File: src/rtl/circle_ctrl.sv
// Midpoint-circle sequencing FSM: walks the datapath through init, per-iteration
// eight-octant plotting, step decision and offset/criterion update.
module circle_ctrl #(
  parameter int OFFSET_X_DW = 9,
  parameter int OFFSET_Y_DW = 8,
  parameter int CRIT_DW     = 9
) (
  input  logic                   clk,
  input  logic                   resetn,
  input  logic                   start,
  output logic                   done,
  input  logic [OFFSET_X_DW-1:0] offset_x,
  input  logic [OFFSET_Y_DW-1:0] offset_y,
  input  logic [CRIT_DW-1:0]     crit,
  output logic [2:0]             octant_sel,
  output logic                   plot_en,
  output logic                   load_x_init,
  output logic                   load_y_init,
  output logic                   load_crit,
  output logic                   inc_y,
  output logic                   dec_x,
  output logic                   calc_crit,
  output logic                   load_x_next,
  output logic                   load_y_next,
  output logic [2:0]             state_dbg
);

  // start/done is a level handshake: start is held until done is seen, and
  // done is held until start drops; a draw never aborts once it has begun.
  typedef enum logic [2:0] {
    IDLE   = 3'd0,
    INIT   = 3'd1,
    CHECK  = 3'd2,
    PLOT   = 3'd3,
    STEP   = 3'd4,
    UPDATE = 3'd5,
    DONE   = 3'd6
  } state_t;

  state_t     state_q, state_d;
  logic [2:0] oct_q, oct_d;

  logic signed [OFFSET_Y_DW-1:0] oy_s;
  logic signed [OFFSET_X_DW-1:0] oy_ext;
  logic signed [OFFSET_X_DW-1:0] ox_s;
  logic                          crit_pos;

  assign oy_s     = offset_y;
  assign oy_ext   = OFFSET_X_DW'(oy_s);
  assign ox_s     = offset_x;
  assign crit_pos = !crit[CRIT_DW-1] && (crit != '0);

  assign state_dbg = state_q;

  always_ff @(posedge clk) begin
    if (!resetn) begin
      state_q <= IDLE;
      oct_q   <= 3'd0;
    end else begin
      state_q <= state_d;
      oct_q   <= oct_d;
    end
  end

  always_comb begin
    state_d     = state_q;
    oct_d       = oct_q;
    done        = 1'b0;
    octant_sel  = 3'd0;
    plot_en     = 1'b0;
    load_x_init = 1'b0;
    load_y_init = 1'b0;
    load_crit   = 1'b0;
    inc_y       = 1'b0;
    dec_x       = 1'b0;
    calc_crit   = 1'b0;
    load_x_next = 1'b0;
    load_y_next = 1'b0;
    case (state_q)
      IDLE: begin
        if (start) state_d = INIT;
      end
      INIT: begin
        load_x_init = 1'b1;
        load_y_init = 1'b1;
        load_crit   = 1'b1;
        state_d     = CHECK;
      end
      CHECK: begin
        if (oy_ext <= ox_s) begin
          state_d = PLOT;
          oct_d   = 3'd0;
        end else begin
          state_d = DONE;
        end
      end
      PLOT: begin
        plot_en    = 1'b1;
        octant_sel = oct_q;
        if (oct_q == 3'd7) begin
          state_d = STEP;
          oct_d   = 3'd0;
        end else begin
          oct_d = oct_q + 3'd1;
        end
      end
      STEP: begin
        // crit here is the value the datapath folds in at the UPDATE edge.
        inc_y   = 1'b1;
        dec_x   = crit_pos;
        state_d = UPDATE;
      end
      UPDATE: begin
        calc_crit   = 1'b1;
        load_x_next = 1'b1;
        load_y_next = 1'b1;
        state_d     = CHECK;
      end
      DONE: begin
        done = 1'b1;
        if (!start) state_d = IDLE;
      end
      default: state_d = IDLE;
    endcase
  end

endmodule

File: config.mk
export PLATFORM = sky130hd
export DESIGN_NAME = circle_ctrl
export DESIGN_NICKNAME = d
export VERILOG_FILES = /design/src/rtl/circle_ctrl.sv
export SDC_FILE = /design/constraint.sdc
export NUM_CORES = 1
export LEC_CHECK = 0
export BUFFER_PORTS_ARGS = -buffer_cell sky130_fd_sc_hd__buf_2
export CELL_PAD_IN_SITES_DETAIL_PLACEMENT = 0
export CELL_PAD_IN_SITES_GLOBAL_PLACEMENT = 1
export CORE_MARGIN = 5
export CORE_UTILIZATION = 28
export CTS_BUF_LIST = sky130_fd_sc_hd__clkbuf_16
export CTS_CLUSTER_DIAMETER = 200
export CTS_CLUSTER_SIZE = 12
export DETAILED_ROUTE_END_ITERATION = 7
export PLACE_DENSITY = 0.75
export SYNTH_ARGS = -nofsm -noshare
export SYNTH_HDL_FRONTEND = slang
export SYNTH_SLANG_ARGS = --single-unit
export TNS_END_PERCENT = 5
File: constraint.sdc
create_clock -name clk -period 1.9 [get_ports clk]
set_input_delay 0.38 -clock clk [delete_from_list [all_inputs] [get_ports clk]]
set_output_delay 0.38 -clock clk [all_outputs]
set_load 0.005 [all_outputs]
==> results of run 1 <==
## cell usage in the layout (no fill, tap or decap), drive strengths merged
master and instances:
nand2 5, a21boi 1, a21oi 4, a31oi 2, a21o 1, nor3 2
inv 13, a22o 1, mux2i 1, a22oi 2, a31o 1, and3 7
buf 48, a41oi 1, nor4 2, ha 11, o31ai 1, o2bb2ai 2
and4 1, nand3 4, o41a 1, a211oi 2, nor2 3, dfxtp 6
a2111oi 1, o21ai 5, clkbuf 3, nor2b 3, and3b 1
## metrics by stage
stage	TNS, ns	worst slack, ns	cell area (µm²)	std cells
global route	0	0.0530	1040	165
CTS	0	0.141	1040	165
global placement	-0.0105	-0.0105	970	162
finish	0	0.174	1040	165
detailed placement	-0.0239	-0.0124	970	162
floorplan	0	0.182	721	90
## worst register-to-register path, stage by stage (launching register included)
cell	delay, ns
dfxtp_1	0.33
ha_1	0.20
ha_1	0.20
nor2b_1	0.20
a21oi_1	0.12
o21ai_0	0.09
nand3_1	0.10
a41oi_1	0.16
## sequential cells by signal, indices dropped and copies added, names as in the netlist
| register | cells |
|---|---|
| state_dbg | 3 |
| oct_q | 3 |
## power breakdown
group / leakage, nW / switching [W] / total, W / internal, W
Combinational: 0.511 / 0.000139 / 0.000264 / 0.000125
Clock: 0.0370 / 0.0000736 / 0.000344 / 0.000270
Sequential: 0.0490 / 0.0000229 / 0.000165 / 0.000143
Total: 0.597 / 0.000236 / 0.000773 / 0.000537
## how the worst max path moves through the flow
stage            startpoint  slack, ns             to  cells past startpoint
2_1_floorplan   offset_x[3]       0.18       oct_q[0]                      7
3_3_place_gp    offset_x[3]      -0.01       oct_q[0]                      8
3_5_place_dp    offset_x[3]      -0.01   state_dbg[2]                      8
4_1_cts        state_dbg[1]       0.14  octant_sel[2]                      3
5_1_grt        state_dbg[1]       0.05  octant_sel[0]                      3
6_report       state_dbg[1]       0.17  octant_sel[2]                      3
## cells by family after synthesis
| logic type | after synthesis | share of synthesized area [%] |
|---|---|---|
| AND/OR/NAND/NOR | 28 | 22.2 |
| AO/OA/AOI/OAI | 25 | 26.7 |
| buffers and inverters | 19 | 13.9 |
| adder cells (fa/ha/maj) | 11 | 19.1 |
| flip-flops | 6 | 16.7 |
| multiplexers | 1 | 1.39 |
## area by class of cell
type	instances	area (µm²)
clock buffers	3	75.1
well taps	30	37.5
multi-input cells	65	500
inverters	13	61.3
repair buffers	48	250
flip-flops and latches	6	120
fillers	284	1430
## metal layers
metal | GRT usage [%] | wire (µm) | up-vias | share of wire [%]
li1 | - | - | 418 | -
met1 | 12.2 | 734 | 353 | 38
met2 | 20.0 | 953 | 36 | 50
met3 | 2.34 | 184 | 5 | 9.6
met4 | 5.57 | 46 | 0 | 2.4
met5 | 0 | 0 | - | 0
==> flow_summary.json, run 1 <==
{
  "finalSetupViolations": 0,
  "hold_path_class": "primary input to flop",
  "whs_ns": 0.414,
  "worstPathCellList": "nor2b_1 -> and3_1 -> buf_2",
  "leakage_nw": 0.597,
  "synth_edf_count": 0,
  "finalCriticalPeriod_ns": 1.73,
  "syn2layout_area_growth_pct": 45.0,
  "worstPathRequired_ns": 1.52,
  "die_y_um": 60.7,
  "max_slew.worst_pin.slew_ns": 0.389,
  "hp-start": "resetn",
  "final_max_slew_viol_count": 0,
  "drive_gt1_share_pct": 42.2,
  "slew_headroom_pct": 73.8,
  "place.gp.congestion": 0.753,
  "clk_path_buf_depth": 2,
  "wl_mm": 1.92,
  "avgSynthCellArea_um2": 8.01,
  "dpl.hpwl_mm": 1.63,
  "yosysUniqueCellTypes": 35,
  "portBuffers": 44,
  "synthArstFlopShare_pct": 0,
  "grt_use_total_pct": 11.1,
  "yosysWarnings": 0,
  "chipWidth_um": 60.7,
  "rr_startpoint": "oct_q[0]",
  "yosysSeqAreaShare_pct": 16.7,
  "hold_violations": 0,
  "crit_path_max_incr_delay_ns": 0.47,
  "end_kind": "output pin",
  "timing.reg2reg.setup_slack_ns": 0.43,
  "syn_nets": 130,
  "path_buf_inv": 1,
  "numCtsBuffers": 3,
  "grt_pass1_vias": 765,
  "synth.area.top_cells": "ha_1 (19%), dfxtp_1 (17%), and3_1 (6.1%)",
  "fin_crit_sh_pct": 90.8,
  "fin_nets": 177,
  "fmax_mhz": 579,
  "vias_per_cell": 4.92,
  "cts.clk_slew.worst_paths_ns": 0.03,
  "ir_drop_mv": 0.528,
  "netlist_area_um2": 721,
  "start_kind": "flop",
  "skew_ns": 0.00204,
  "cts_tree": "built",
  "antennaDiodeCount": 0,
  "power_density_nw_per_um2": 740,
  "insertion_delay_ns": 0.23,
  "ant_nets": 0,
  "die_area_um2": 3690,
  "initial_core_util_pct": 29.1,
  "ctsResizeCount": 0,
  "ys_top_cells_by_count": "ha_1 (11), inv_1 (11), and3_1 (7)",
  "first_pass_iters": 4,
  "drt_iter0_markers": 25,
  "drcViolationCount": 0,
  "ys.flop_type": "dfxtp_1",
  "critPathMaxFanout": 9,
  "r2r_end": "state_dbg[0]",
  "worstSetupPathType": "flop to output pin",
  "fin_util_pct": 42.2,
  "postCtsSetupRepairBufs": 0,
  "reg2regPathDepth": 7,
  "rows": 18,
  "grt_overflow": 0,
  "min_delay_path_depth": 2,
  "cp_top_family": "simple AND/OR/NAND/NOR gates",
  "yosys.area.top_type": "ha_1",
  "grt_pass1_wl_mm": 3.07,
  "num_vias": 812,
  "synth_top_area_share_pct": 19.1,
  "io_pins": 45,
  "grt_max_degree": 14,
  "syn_inst": 90,
  "synth-seq-cells": 6,
  "total_power_w": 0.000773,
  "rsz0062_at_grt": "no",
  "cts_root_buffer": "clkbuf_16",
  "ctsHoldBuffers": 0,
  "core-area_um2": 2480,
  "cp_slowest_cell": "dfxtp_1",
  "run_status": "completed",
  "h-tree-depth": 1,
  "wl_per_cell_um": 11.6,
  "antenna_found_initial": 0,
  "whs_endpoint": "oct_q[0]",
  "clock-sinks": 6,
  "cap_violations": 0,
  "cp.arrival_ns": 1.35
}
No activity file was read; power rests on OpenSTA's default activity.
==> run 2, diff against run 1 <==
--- a/config.mk
+++ b/config.mk
@@ -9,12 +9,12 @@
 export CELL_PAD_IN_SITES_DETAIL_PLACEMENT = 0
 export CELL_PAD_IN_SITES_GLOBAL_PLACEMENT = 1
 export CORE_MARGIN = 5
-export CORE_UTILIZATION = 28
-export CTS_BUF_LIST = sky130_fd_sc_hd__clkbuf_16
+export CORE_UTILIZATION = 30
+export CTS_BUF_LIST = sky130_fd_sc_hd__clkbuf_4 sky130_fd_sc_hd__clkbuf_8
 export CTS_CLUSTER_DIAMETER = 200
 export CTS_CLUSTER_SIZE = 12
 export DETAILED_ROUTE_END_ITERATION = 7
-export PLACE_DENSITY = 0.75
+export PLACE_DENSITY = 0.8
 export SYNTH_ARGS = -nofsm -noshare
 export SYNTH_HDL_FRONTEND = slang
 export SYNTH_SLANG_ARGS = --single-unit
==> run 2 against run 1 <==
Cell count shrank 1.2%. Sequential share of layout area rose by 0.64 points. Clock power shrank 66%. Clock-buffer cell count stayed put. Sequential power barely moved. Critical path depth did not move. Register-to-register slack worse by 0.02 ns. Power is 29% lower. Wire length decreased by 1.3%. Non-clock buffer count unchanged. Final area is 5.3% lower. Critical endpoint unchanged. Largest cell class unchanged.
==> flow_summary.json, run 2 (synthesized netlist as in run 1, its figures left out) <==
{
  "core-area_um2": 2250,
  "die_y_um": 59.0,
  "insertion_delay_ns": 0.24,
  "chipWidth_um": 59.0,
  "ant_nets": 0,
  "syn2layout_area_growth_pct": 37.3,
  "die_area_um2": 3480,
  "fill_cells": 252,
  "drive_gt1_share_pct": 42.2,
  "worstPathRequired_ns": 1.52,
  "cap_violations": 0,
  "sequentialPowerShare_pct": 30.2,
  "worstSetupPathType": "flop to output pin",
  "grt_pass1_vias": 772,
  "drcViolationCount": 0,
  "rsz0062_at_grt": "no",
  "cts_tree": "built",
  "fmax_mhz": 573,
  "postCtsSetupRepairBufs": 0,
  "power_density_nw_per_um2": 553,
  "grt_use_total_pct": 11.6,
  "slew_headroom_pct": 74.8,
  "portBuffers": 44,
  "wl_met1_um": 826,
  "hold_path_class": "primary input to flop",
  "fin_util_pct": 43.9,
  "leakage_nw": 0.574,
  "grt_overflow": 0,
  "total_power_w": 0.000547,
  "run_status": "completed",
  "max_slew.worst_pin.slew_ns": 0.378,
  "place_ws_ns": -0.0344,
  "fin_crit_sh_pct": 91.9,
  "ir_drop_mv": 0.206,
  "clock-sinks": 6,
  "ctsHoldBuffers": 0,
  "num_vias": 816,
  "wl_mm": 1.89,
  "final_max_slew_viol_count": 0,
  "end_kind": "output pin",
  "place.gp.congestion": 0.675,
  "finalCriticalPeriod_ns": 1.75,
  "crit_start": "state_dbg[1]",
  "hp-start": "resetn",
  "internal_power_w": 0.000338,
  "power_frac_comb_pct": 48.6,
  "skew_ns": 0.00494,
  "io_pins": 45,
  "grt_max_degree": 14,
  "clkPwrFrac_pct": 21.2,
  "numCtsBuffers": 3,
  "vias_per_cell": 5.01,
  "cts.clk_slew.worst_paths_ns": 0.04,
  "rows": 17,
  "p_sw_w": 0.000209,
  "highest_layer": "met4",
  "antennaDiodeCount": 0,
  "fin_ws_ns": 0.155,
  "wl_met3_um": 185,
  "hold_violations": 0,
  "clk_path_buf_depth": 2,
  "cts_root_buffer": "clkbuf_4",
  "finalSetupViolations": 0,
  "whs_ns": 0.410,
  "start_kind": "flop",
  "first_pass_iters": 4,
  "switching_share_pct": 38.2,
  "fin_nets": 177,
  "cp.arrival_ns": 1.37,
  "grt_pass1_wl_mm": 3.19,
  "ctsResizeCount": 0,
  "critPathMaxFanout": 9,
  "antenna_found_initial": 0,
  "final_cell_mix": "buf_2 (44), inv_1 (11), ha_1 (11)",
  "h-tree-depth": 1,
  "layout_commonest_cell": "buf_2",
  "dr_wl_met2_um": 874,
  "rr_startpoint": "oct_q[0]",
  "dpl.hpwl_mm": 1.62,
  "initial_core_util_pct": 32.0,
  "wl_per_cell_um": 11.6,
  "drt_iter0_markers": 27
}
-- run 2: critical path, cell delays in order, from the launching register on --
cell and delay, ns:
dfxtp_1 0.47, nor2b_1 0.35, and3_1 0.20, buf_2 0.11
-- run 2: power by group through the flow --
stage               Clock [W]  Sequential, W  Combinational (W)
detailed placement          0       0.000168           0.000267
global route         0.000132       0.000170           0.000300
global placement            0       0.000167           0.000263
finish               0.000116       0.000165           0.000266
floorplan                   0       0.000162           0.000176
CTS                  0.000125       0.000165           0.000269
-- run 2: worst paths after layout --
check                        to  depth (start not counted)  slack (ns)
setup / recovery  octant_sel[2]                          3        0.15
setup reg to reg   state_dbg[0]                          7        0.41
hold / removal         oct_q[0]                          2        0.41
hold reg to reg        oct_q[1]                          1        0.50
-- run 2: stage by stage --
stage | area (µm²) | std cells | setup TNS, ns
floorplan | 721 | 90 | 0
CTS | 990 | 163 | 0
finish | 990 | 163 | 0
global placement | 967 | 160 | -0.0118
detailed placement | 967 | 160 | -0.0365
global route | 990 | 163 | 0
-- run 2: layer usage --
metal / vias to the layer above / track usage [%]
met3: 2 / 4.36
met2: 31 / 19.9
li1: 419 / -
met1: 364 / 13.6
met4: 0 / 2.91
met5: - / 0
-- run 2: layout make-up --
cell class / count / area [µm²] / share of cell area [%]
sequential: 6 / 120 / 12.1
tap: 28 / 35.0 / 3.54
multi-input combinational: 65 / 500 / 50.6
clock buffer: 3 / 22.5 / 2.28
timing repair buffer: 48 / 250 / 25.3
inverter: 13 / 61.3 / 6.19
